$ cat src/rtl/control_sequencer_if.sv
// Control bundle between the phase sequencer and the CPU datapath: IR/memory-done in, control strobes out.
interface control_sequencer_if;
  logic [31:0] IR;
  logic        mem_done;
  logic        Gra, Grb, Grc;
  logic        Rin, Rout, BAout;
  logic        Cout;
  logic        PCout, PCin, IncPC;
  logic        MARin, MDRin, MDRout;
  logic        Read, Write;
  logic        IRin, Yin, Zin, Zlowout;
  logic [4:0]  alu_op;
  logic        run;

  modport master (
    input  IR, mem_done,
    output Gra, Grb, Grc, Rin, Rout, BAout, Cout,
           PCout, PCin, IncPC, MARin, MDRin, MDRout,
           Read, Write, IRin, Yin, Zin, Zlowout, alu_op, run
  );

  modport slave (
    output IR, mem_done,
    input  Gra, Grb, Grc, Rin, Rout, BAout, Cout,
           PCout, PCin, IncPC, MARin, MDRin, MDRout,
           Read, Write, IRin, Yin, Zin, Zlowout, alu_op, run
  );
endinterface

$ cat src/rtl/control_sequencer.sv
// Moore phase sequencer T0..T7 + HALT; controls decode combinationally from phase and IR[31:27].
// Stalls in T1 (fetch), T6 (ld) and T7 (st) until mem_done; reset forces T0 and blanks all strobes.
module control_sequencer #(
  parameter logic [4:0] OP_ADD = 5'b00011,
  parameter logic [4:0] OP_AND = 5'b00101,
  parameter logic [4:0] OP_OR  = 5'b00110
) (
  input  logic                clock,
  input  logic                reset,
  control_sequencer_if.master bus
);

  typedef enum logic [3:0] {
    S_T0, S_T1, S_T2, S_T3, S_T4, S_T5, S_T6, S_T7, S_HALT
  } state_t;

  typedef enum logic [2:0] {
    C_LD, C_LDI, C_ST, C_ALU3, C_ALUI, C_NOP, C_HALT
  } iclass_t;

  state_t     state;
  logic [4:0] opcode;
  iclass_t    iclass;
  logic [4:0] alui_op;
  logic       unused_ir;

  assign opcode    = bus.IR[31:27];
  assign unused_ir = ^bus.IR[26:0];

  // Undefined opcodes fall through to nop.
  always_comb begin
    iclass = C_NOP;
    if (opcode == 5'b00000)
      iclass = C_LD;
    else if (opcode == 5'b00001)
      iclass = C_LDI;
    else if (opcode == 5'b00010)
      iclass = C_ST;
    else if (opcode >= 5'b00011 && opcode <= 5'b01011)
      iclass = C_ALU3;
    else if (opcode >= 5'b01100 && opcode <= 5'b01110)
      iclass = C_ALUI;
    else if (opcode == 5'b11011)
      iclass = C_HALT;
  end

  always_comb begin
    alui_op = OP_OR;
    if (opcode == 5'b01100)
      alui_op = OP_ADD;
    else if (opcode == 5'b01101)
      alui_op = OP_AND;
  end

  always_ff @(posedge clock or posedge reset) begin
    if (reset) begin
      state <= S_T0;
    end else begin
      case (state)
        S_T0: state <= S_T1;
        S_T1: if (bus.mem_done) state <= S_T2;
        S_T2: state <= (iclass == C_HALT) ? S_HALT : S_T3;
        S_T3: state <= (iclass == C_NOP) ? S_T0 : S_T4;
        S_T4: state <= S_T5;
        S_T5: state <= (iclass == C_LD || iclass == C_ST) ? S_T6 : S_T0;
        S_T6: begin
          if (iclass != C_LD || bus.mem_done)
            state <= S_T7;
        end
        S_T7: begin
          if (iclass != C_ST || bus.mem_done)
            state <= S_T0;
        end
        S_HALT: state <= S_HALT;
        default: state <= S_T0;
      endcase
    end
  end

  always_comb begin
    bus.Gra     = 1'b0;
    bus.Grb     = 1'b0;
    bus.Grc     = 1'b0;
    bus.Rin     = 1'b0;
    bus.Rout    = 1'b0;
    bus.BAout   = 1'b0;
    bus.Cout    = 1'b0;
    bus.PCout   = 1'b0;
    bus.PCin    = 1'b0;
    bus.IncPC   = 1'b0;
    bus.MARin   = 1'b0;
    bus.MDRin   = 1'b0;
    bus.MDRout  = 1'b0;
    bus.Read    = 1'b0;
    bus.Write   = 1'b0;
    bus.IRin    = 1'b0;
    bus.Yin     = 1'b0;
    bus.Zin     = 1'b0;
    bus.Zlowout = 1'b0;
    bus.alu_op  = 5'd0;
    bus.run     = reset || (state != S_HALT);

    // Reset blanks the strobes immediately, without waiting for a clock edge.
    if (!reset) begin
      case (state)
        S_T0: begin
          bus.PCout = 1'b1;
          bus.MARin = 1'b1;
          bus.IncPC = 1'b1;
          bus.Zin   = 1'b1;
        end
        S_T1: begin
          bus.Zlowout = 1'b1;
          bus.PCin    = 1'b1;
          bus.Read    = 1'b1;
          bus.MDRin   = 1'b1;
        end
        S_T2: begin
          bus.MDRout = 1'b1;
          bus.IRin   = 1'b1;
        end
        S_T3: begin
          if (iclass == C_ALU3 || iclass == C_ALUI) begin
            bus.Grb  = 1'b1;
            bus.Rout = 1'b1;
            bus.Yin  = 1'b1;
          end else if (iclass == C_LD || iclass == C_LDI || iclass == C_ST) begin
            bus.Grb   = 1'b1;
            bus.BAout = 1'b1;
            bus.Yin   = 1'b1;
          end
        end
        S_T4: begin
          if (iclass == C_ALU3) begin
            bus.Grc    = 1'b1;
            bus.Rout   = 1'b1;
            bus.Zin    = 1'b1;
            bus.alu_op = opcode;
          end else if (iclass == C_ALUI) begin
            bus.Cout   = 1'b1;
            bus.Zin    = 1'b1;
            bus.alu_op = alui_op;
          end else if (iclass == C_LD || iclass == C_LDI || iclass == C_ST) begin
            bus.Cout   = 1'b1;
            bus.Zin    = 1'b1;
            bus.alu_op = OP_ADD;
          end
        end
        S_T5: begin
          if (iclass == C_LD || iclass == C_ST) begin
            bus.Zlowout = 1'b1;
            bus.MARin   = 1'b1;
          end else if (iclass == C_ALU3 || iclass == C_ALUI || iclass == C_LDI) begin
            bus.Zlowout = 1'b1;
            bus.Gra     = 1'b1;
            bus.Rin     = 1'b1;
          end
        end
        S_T6: begin
          if (iclass == C_LD) begin
            bus.Read  = 1'b1;
            bus.MDRin = 1'b1;
          end else if (iclass == C_ST) begin
            bus.Gra   = 1'b1;
            bus.Rout  = 1'b1;
            bus.MDRin = 1'b1;
          end
        end
        S_T7: begin
          if (iclass == C_LD) begin
            bus.MDRout = 1'b1;
            bus.Gra    = 1'b1;
            bus.Rin    = 1'b1;
          end else if (iclass == C_ST) begin
            bus.Write = 1'b1;
          end
        end
        default: ;
      endcase
    end
  end

endmodule

$ cat src/flat_wrapper.sv
// flat-port wrapper written by rule: the top's interface ports become plain ports
module control_sequencer_flat 
#(
  parameter logic [4:0] OP_ADD = 5'b00011,
  parameter logic [4:0] OP_AND = 5'b00101,
  parameter logic [4:0] OP_OR  = 5'b00110
)
  (clock, reset, bus_IR, bus_mem_done, bus_Gra, bus_Grb, bus_Grc, bus_Rin, bus_Rout, bus_BAout, bus_Cout, bus_PCout, bus_PCin, bus_IncPC, bus_MARin, bus_MDRin, bus_MDRout, bus_Read, bus_Write, bus_IRin, bus_Yin, bus_Zin, bus_Zlowout, bus_alu_op, bus_run);
  control_sequencer_if bus_i ();
  input  logic clock;
  input  logic reset;
  input wire logic [$bits(bus_i.IR)-1:0] bus_IR;
  input wire logic [$bits(bus_i.mem_done)-1:0] bus_mem_done;
  output wire logic [$bits(bus_i.Gra)-1:0] bus_Gra;
  output wire logic [$bits(bus_i.Grb)-1:0] bus_Grb;
  output wire logic [$bits(bus_i.Grc)-1:0] bus_Grc;
  output wire logic [$bits(bus_i.Rin)-1:0] bus_Rin;
  output wire logic [$bits(bus_i.Rout)-1:0] bus_Rout;
  output wire logic [$bits(bus_i.BAout)-1:0] bus_BAout;
  output wire logic [$bits(bus_i.Cout)-1:0] bus_Cout;
  output wire logic [$bits(bus_i.PCout)-1:0] bus_PCout;
  output wire logic [$bits(bus_i.PCin)-1:0] bus_PCin;
  output wire logic [$bits(bus_i.IncPC)-1:0] bus_IncPC;
  output wire logic [$bits(bus_i.MARin)-1:0] bus_MARin;
  output wire logic [$bits(bus_i.MDRin)-1:0] bus_MDRin;
  output wire logic [$bits(bus_i.MDRout)-1:0] bus_MDRout;
  output wire logic [$bits(bus_i.Read)-1:0] bus_Read;
  output wire logic [$bits(bus_i.Write)-1:0] bus_Write;
  output wire logic [$bits(bus_i.IRin)-1:0] bus_IRin;
  output wire logic [$bits(bus_i.Yin)-1:0] bus_Yin;
  output wire logic [$bits(bus_i.Zin)-1:0] bus_Zin;
  output wire logic [$bits(bus_i.Zlowout)-1:0] bus_Zlowout;
  output wire logic [$bits(bus_i.alu_op)-1:0] bus_alu_op;
  output wire logic [$bits(bus_i.run)-1:0] bus_run;
  assign bus_i.IR = bus_IR;
  assign bus_i.mem_done = bus_mem_done;
  assign bus_Gra = bus_i.Gra;
  assign bus_Grb = bus_i.Grb;
  assign bus_Grc = bus_i.Grc;
  assign bus_Rin = bus_i.Rin;
  assign bus_Rout = bus_i.Rout;
  assign bus_BAout = bus_i.BAout;
  assign bus_Cout = bus_i.Cout;
  assign bus_PCout = bus_i.PCout;
  assign bus_PCin = bus_i.PCin;
  assign bus_IncPC = bus_i.IncPC;
  assign bus_MARin = bus_i.MARin;
  assign bus_MDRin = bus_i.MDRin;
  assign bus_MDRout = bus_i.MDRout;
  assign bus_Read = bus_i.Read;
  assign bus_Write = bus_i.Write;
  assign bus_IRin = bus_i.IRin;
  assign bus_Yin = bus_i.Yin;
  assign bus_Zin = bus_i.Zin;
  assign bus_Zlowout = bus_i.Zlowout;
  assign bus_alu_op = bus_i.alu_op;
  assign bus_run = bus_i.run;
  control_sequencer #(.OP_ADD(OP_ADD), .OP_AND(OP_AND), .OP_OR(OP_OR)) u_core (.clock(clock), .reset(reset), .bus(bus_i));
endmodule
$ cat config.mk
export PLATFORM = sky130hd
export DESIGN_NAME = control_sequencer_flat
export DESIGN_NICKNAME = d
export VERILOG_FILES = /design/src/rtl/control_sequencer_if.sv /design/src/rtl/control_sequencer.sv /design/src/flat_wrapper.sv
export SDC_FILE = /design/constraint.sdc
export NUM_CORES = 1
export LEC_CHECK = 0
export CAP_MARGIN = 20
export CORE_MARGIN = 1.5
export CORE_UTILIZATION = 33
export DETAILED_ROUTE_END_ITERATION = 10
export PLACE_DENSITY = 0.8
export SETUP_SLACK_MARGIN = 0.5
export SLEW_MARGIN = 20
export SYNTH_ARGS = -nofsm -noshare
export SYNTH_HDL_FRONTEND = slang
export SYNTH_SLANG_ARGS = --single-unit
$ cat constraint.sdc
create_clock -name clock -period 2.1 [get_ports clock]
set_clock_uncertainty 0.05 [all_clocks]
set_input_delay 0.42 -clock clock [delete_from_list [all_inputs] [get_ports clock]]
set_output_delay 0.42 -clock clock [all_outputs]
set_load 0.005 [all_outputs]
==> impl_results.md, run 1 <==
- Status: finished, violations left
- Failing checks: setup timing
- Top reg by flops: u_core.state
- Crit Path Category: register to primary output
- Max Cap Viol: 0
- R2r setup slk: between 0.2 and 0.3 ns
- Top post-synthesis cells by area: dfrtp_1 13%, nor2_1 6.9%, nand2_1 6.4%, a21oi_1 5.3%, a211oi_1 4.0%
- Util after Layout: 81.0%
- CP Launch Type: register
- Drt drc: 0
- Prevailing post-synth register cell: dfrtp_1
- CTS tree: yes
- Largest register FFs: 4
- Critical Path AT: ~1.8 ns
- Worst hold path class: input port to async pin
- Num CTS Buffers: 3
- Detailed Route Iter0 Violations: between 80 and 90
- Number of synthesized flops with an enable pin: 0
- VDD IR max: 0.000775 V
- Yosys top cell area share: 13.2%
- I/O pins: 60
- Post-synthesis cell count: around 120
- CP Max Fanout: 5
- Vias in the first global route: about 1200
- Starting density of the core: between 30% and 40%
- Num rows: 17
- Total grt overflow: 0
- Pwr dens: 864 mW/mm^2
- RSZ-0062 raised after global routing: true
- R2r endpoint: u_core.state[0]
- Avg Vias per Cell: ~6.0
- Hold WS: 0.261 ns
- CORE AREA: between 0.002 and 0.0025 sq mm
- Setup violators final: 13
- Global-route wire length before repair: between 5000 and 6000 um
- Distinct cells, synth: 40
- Synth-to-layout area growth: 135%
- Yosys reg bits: 4
- Largest area contributor in the netlist: dfrtp_1
- Setup crit end kind: primary output
- Sequential-to-total area share from yosys stat: 13.2%
- Clk sink count: 4
- Final WL: between 4000 and 5000 um
- Clk_lat worst skew: 0.24 ns
- Die footprint: approximately 0.0026 sq mm
- GPL Wtd Cong: 0.821
- Initial antenna violation count: 0
- Avg Inst Size Synth: 6.47 sq um
- Post-DRT Antenna Nets: 0
- Largest registers: u_core.state (4)
- Die span in x: 50.9 um
- Count leader, synth: nor2_1
- Fin. max-slew vios: 0
- Critical register-to-register path startpoint: u_core.state[0]
- # diodes: 0
- Post-layout min period: 2.26 ns
- Detail Placement HPWL: 1870 um
- Part of the cycle the worst path needs: 108%
- Crit path setup slack, layout: -0.163 ns
- Leak Pwr: around 0.84 nW
- Post-DR wirelength/cell: about 21 um
- Clk pin slew, worst setup/hold paths: ~0.040 ns
- Die Ht: between 50 and 60 um
- Layout cells sized above 1: between 70% and 80%
- Routed via count: 1349
- Largest net degree at the start of global routing: 15
- Req. time, crit path: about 1.6 ns
- Root buffer cell: clkbuf_4
- Worst-case reg-to-reg path depth: 8
- Fill cells: between 90 and 100
- Fin nets: ~230
- Hold Fails Final Rpt: 0
- Mapped Nets: ~150
- Top post-synthesis cells by count: 14 x nor2_1, 13 x nand2_1, 8 x a21oi_1
- Post-synth ARST share: 100%
- Max Root-Sink Buffers: 2
- Max Fclk: ~440 MHz
- Port Buffers: 31
- Total track usage: 27.7%
- Mapped Area: 757 sq um
- Yosys warnings: 0
- H-Tree Depth: 1
- 1st-pass router iterations: 5
==> report_power, final <==
| part | total [mW] | switching, mW | internal, mW |
|---|---|---|---|
| sequential | 0.139 | 0.0330 | 0.106 |
| combinational | 1.29 | 0.651 | 0.643 |
| clock | 0.101 | 0.0367 | 0.0643 |
==> how the worst max path moves through the flow <==
stage | startpoint | end | slack [ns]
6_report | u_core.state[1] | bus_Grc | -0.16
5_1_grt | u_core.state[1] | bus_Rout | -0.18
4_1_cts | u_core.state[1] | bus_alu_op[2] | -0.14
3_5_place_dp | bus_IR[31] | bus_Rin | -0.67
3_3_place_gp | bus_IR[29] | bus_Rin | -0.67
2_1_floorplan | u_core.state[3] | bus_alu_op[0] | 0.21
==> worst max-delay path, cell delays in order (launching register included) <==
cell and delay [ns]:
dfrtp_1 0.41, or3_4 0.40, or3_4 0.38, inv_2 0.09, and3_1 0.16, buf_2 0.11
==> cells by family after synthesis <==
group,after synthesis,share of synthesized area (%)
simple gates,64,47.1
compound gates,26,22.0
buf+inv,18,12.1
flops,4,13.2
xor+xnor,2,2.31
mux,2,2.81
other cells,1,0.495
==> metrics by stage <==
stage | setup TNS (ns) | total power [mW] | instance area [sq um] | instances | setup WS (ns)
floorplan | 0 | 0.558 | 793 | 117 | 0.206
global placement | -12.38 | 0.870 | 1240 | 187 | -0.668
detailed placement | -12.71 | 0.889 | 1240 | 187 | -0.670
CTS | -0.775 | 1.19 | 1560 | 215 | -0.139
global route | -1.30 | 1.59 | 1780 | 225 | -0.175
finish | -1.05 | 1.53 | 1780 | 225 | -0.163
==> metal layers <==
| metal | track usage [%] | up-vias | wire length [um] |
|---|---|---|---|
| li1 | - | 576 | - |
| met5 | 0 | - | 0 |
| met4 | 8.56 | 0 | 204 |
| met3 | 3.22 | 22 | 415 |
| met1 | 36.5 | 636 | 1890 |
| met2 | 47.1 | 115 | 2220 |
==> cell type report <==
cell class	count	area [sq um]	area share, %
Tap cell	28	35.0	1.97
Clock buffer	3	22.5	1.27
Timing Repair Buffer	90	781	44.0
Multi-Input combinational cell	95	812	45.7
Sequential cell	4	100	5.64
Inverter	5	25.0	1.41
==> cells in the final DEF, fill, tap and decap left out, types with 2 or more instances in the layout <==
master,instances
or3_4,3
nor2b_4,2
or3_1,2
nor3_2,2
nand3_4,2
a21oi_2,4
nor2_4,3
nor2_1,9
buf_6,35
buf_8,3
nand2_2,3
nor2_2,2
and3_4,2
nand2_1,9
nor3_4,2
dfrtp_1,4
buf_4,27
a21oi_1,4
and3_1,2
nand2b_1,4
buf_2,22
a211oi_2,4
a31oi_1,2
clkbuf_4,3
o21ai_0,3
inv_1,2
==> what timing repair did <==
| item | 4_1_cts | 5_1_grt |
|---|---|---|
| buffers inserted | 25 | 10 |
| hold buffers | 0 | 0 |
| pin swaps | 23 | 15 |
| setup endpoints to repair | 28 | 26 |
| resized for setup | 171 | 37 |
(Power assumes the default switching activity.)
==> run 2: changes to the inputs <==
--- a/config.mk
+++ b/config.mk
@@ -9,6 +9,7 @@
 export CORE_MARGIN = 1.5
 export CORE_UTILIZATION = 33
 export DETAILED_ROUTE_END_ITERATION = 10
+export HOLD_SLACK_MARGIN = 0.03
 export PLACE_DENSITY = 0.8
 export SETUP_SLACK_MARGIN = 0.5
 export SLEW_MARGIN = 20
==> results of run 2 <==
Same layout as run 1: the final DEF is identical, and so are final timing and power.
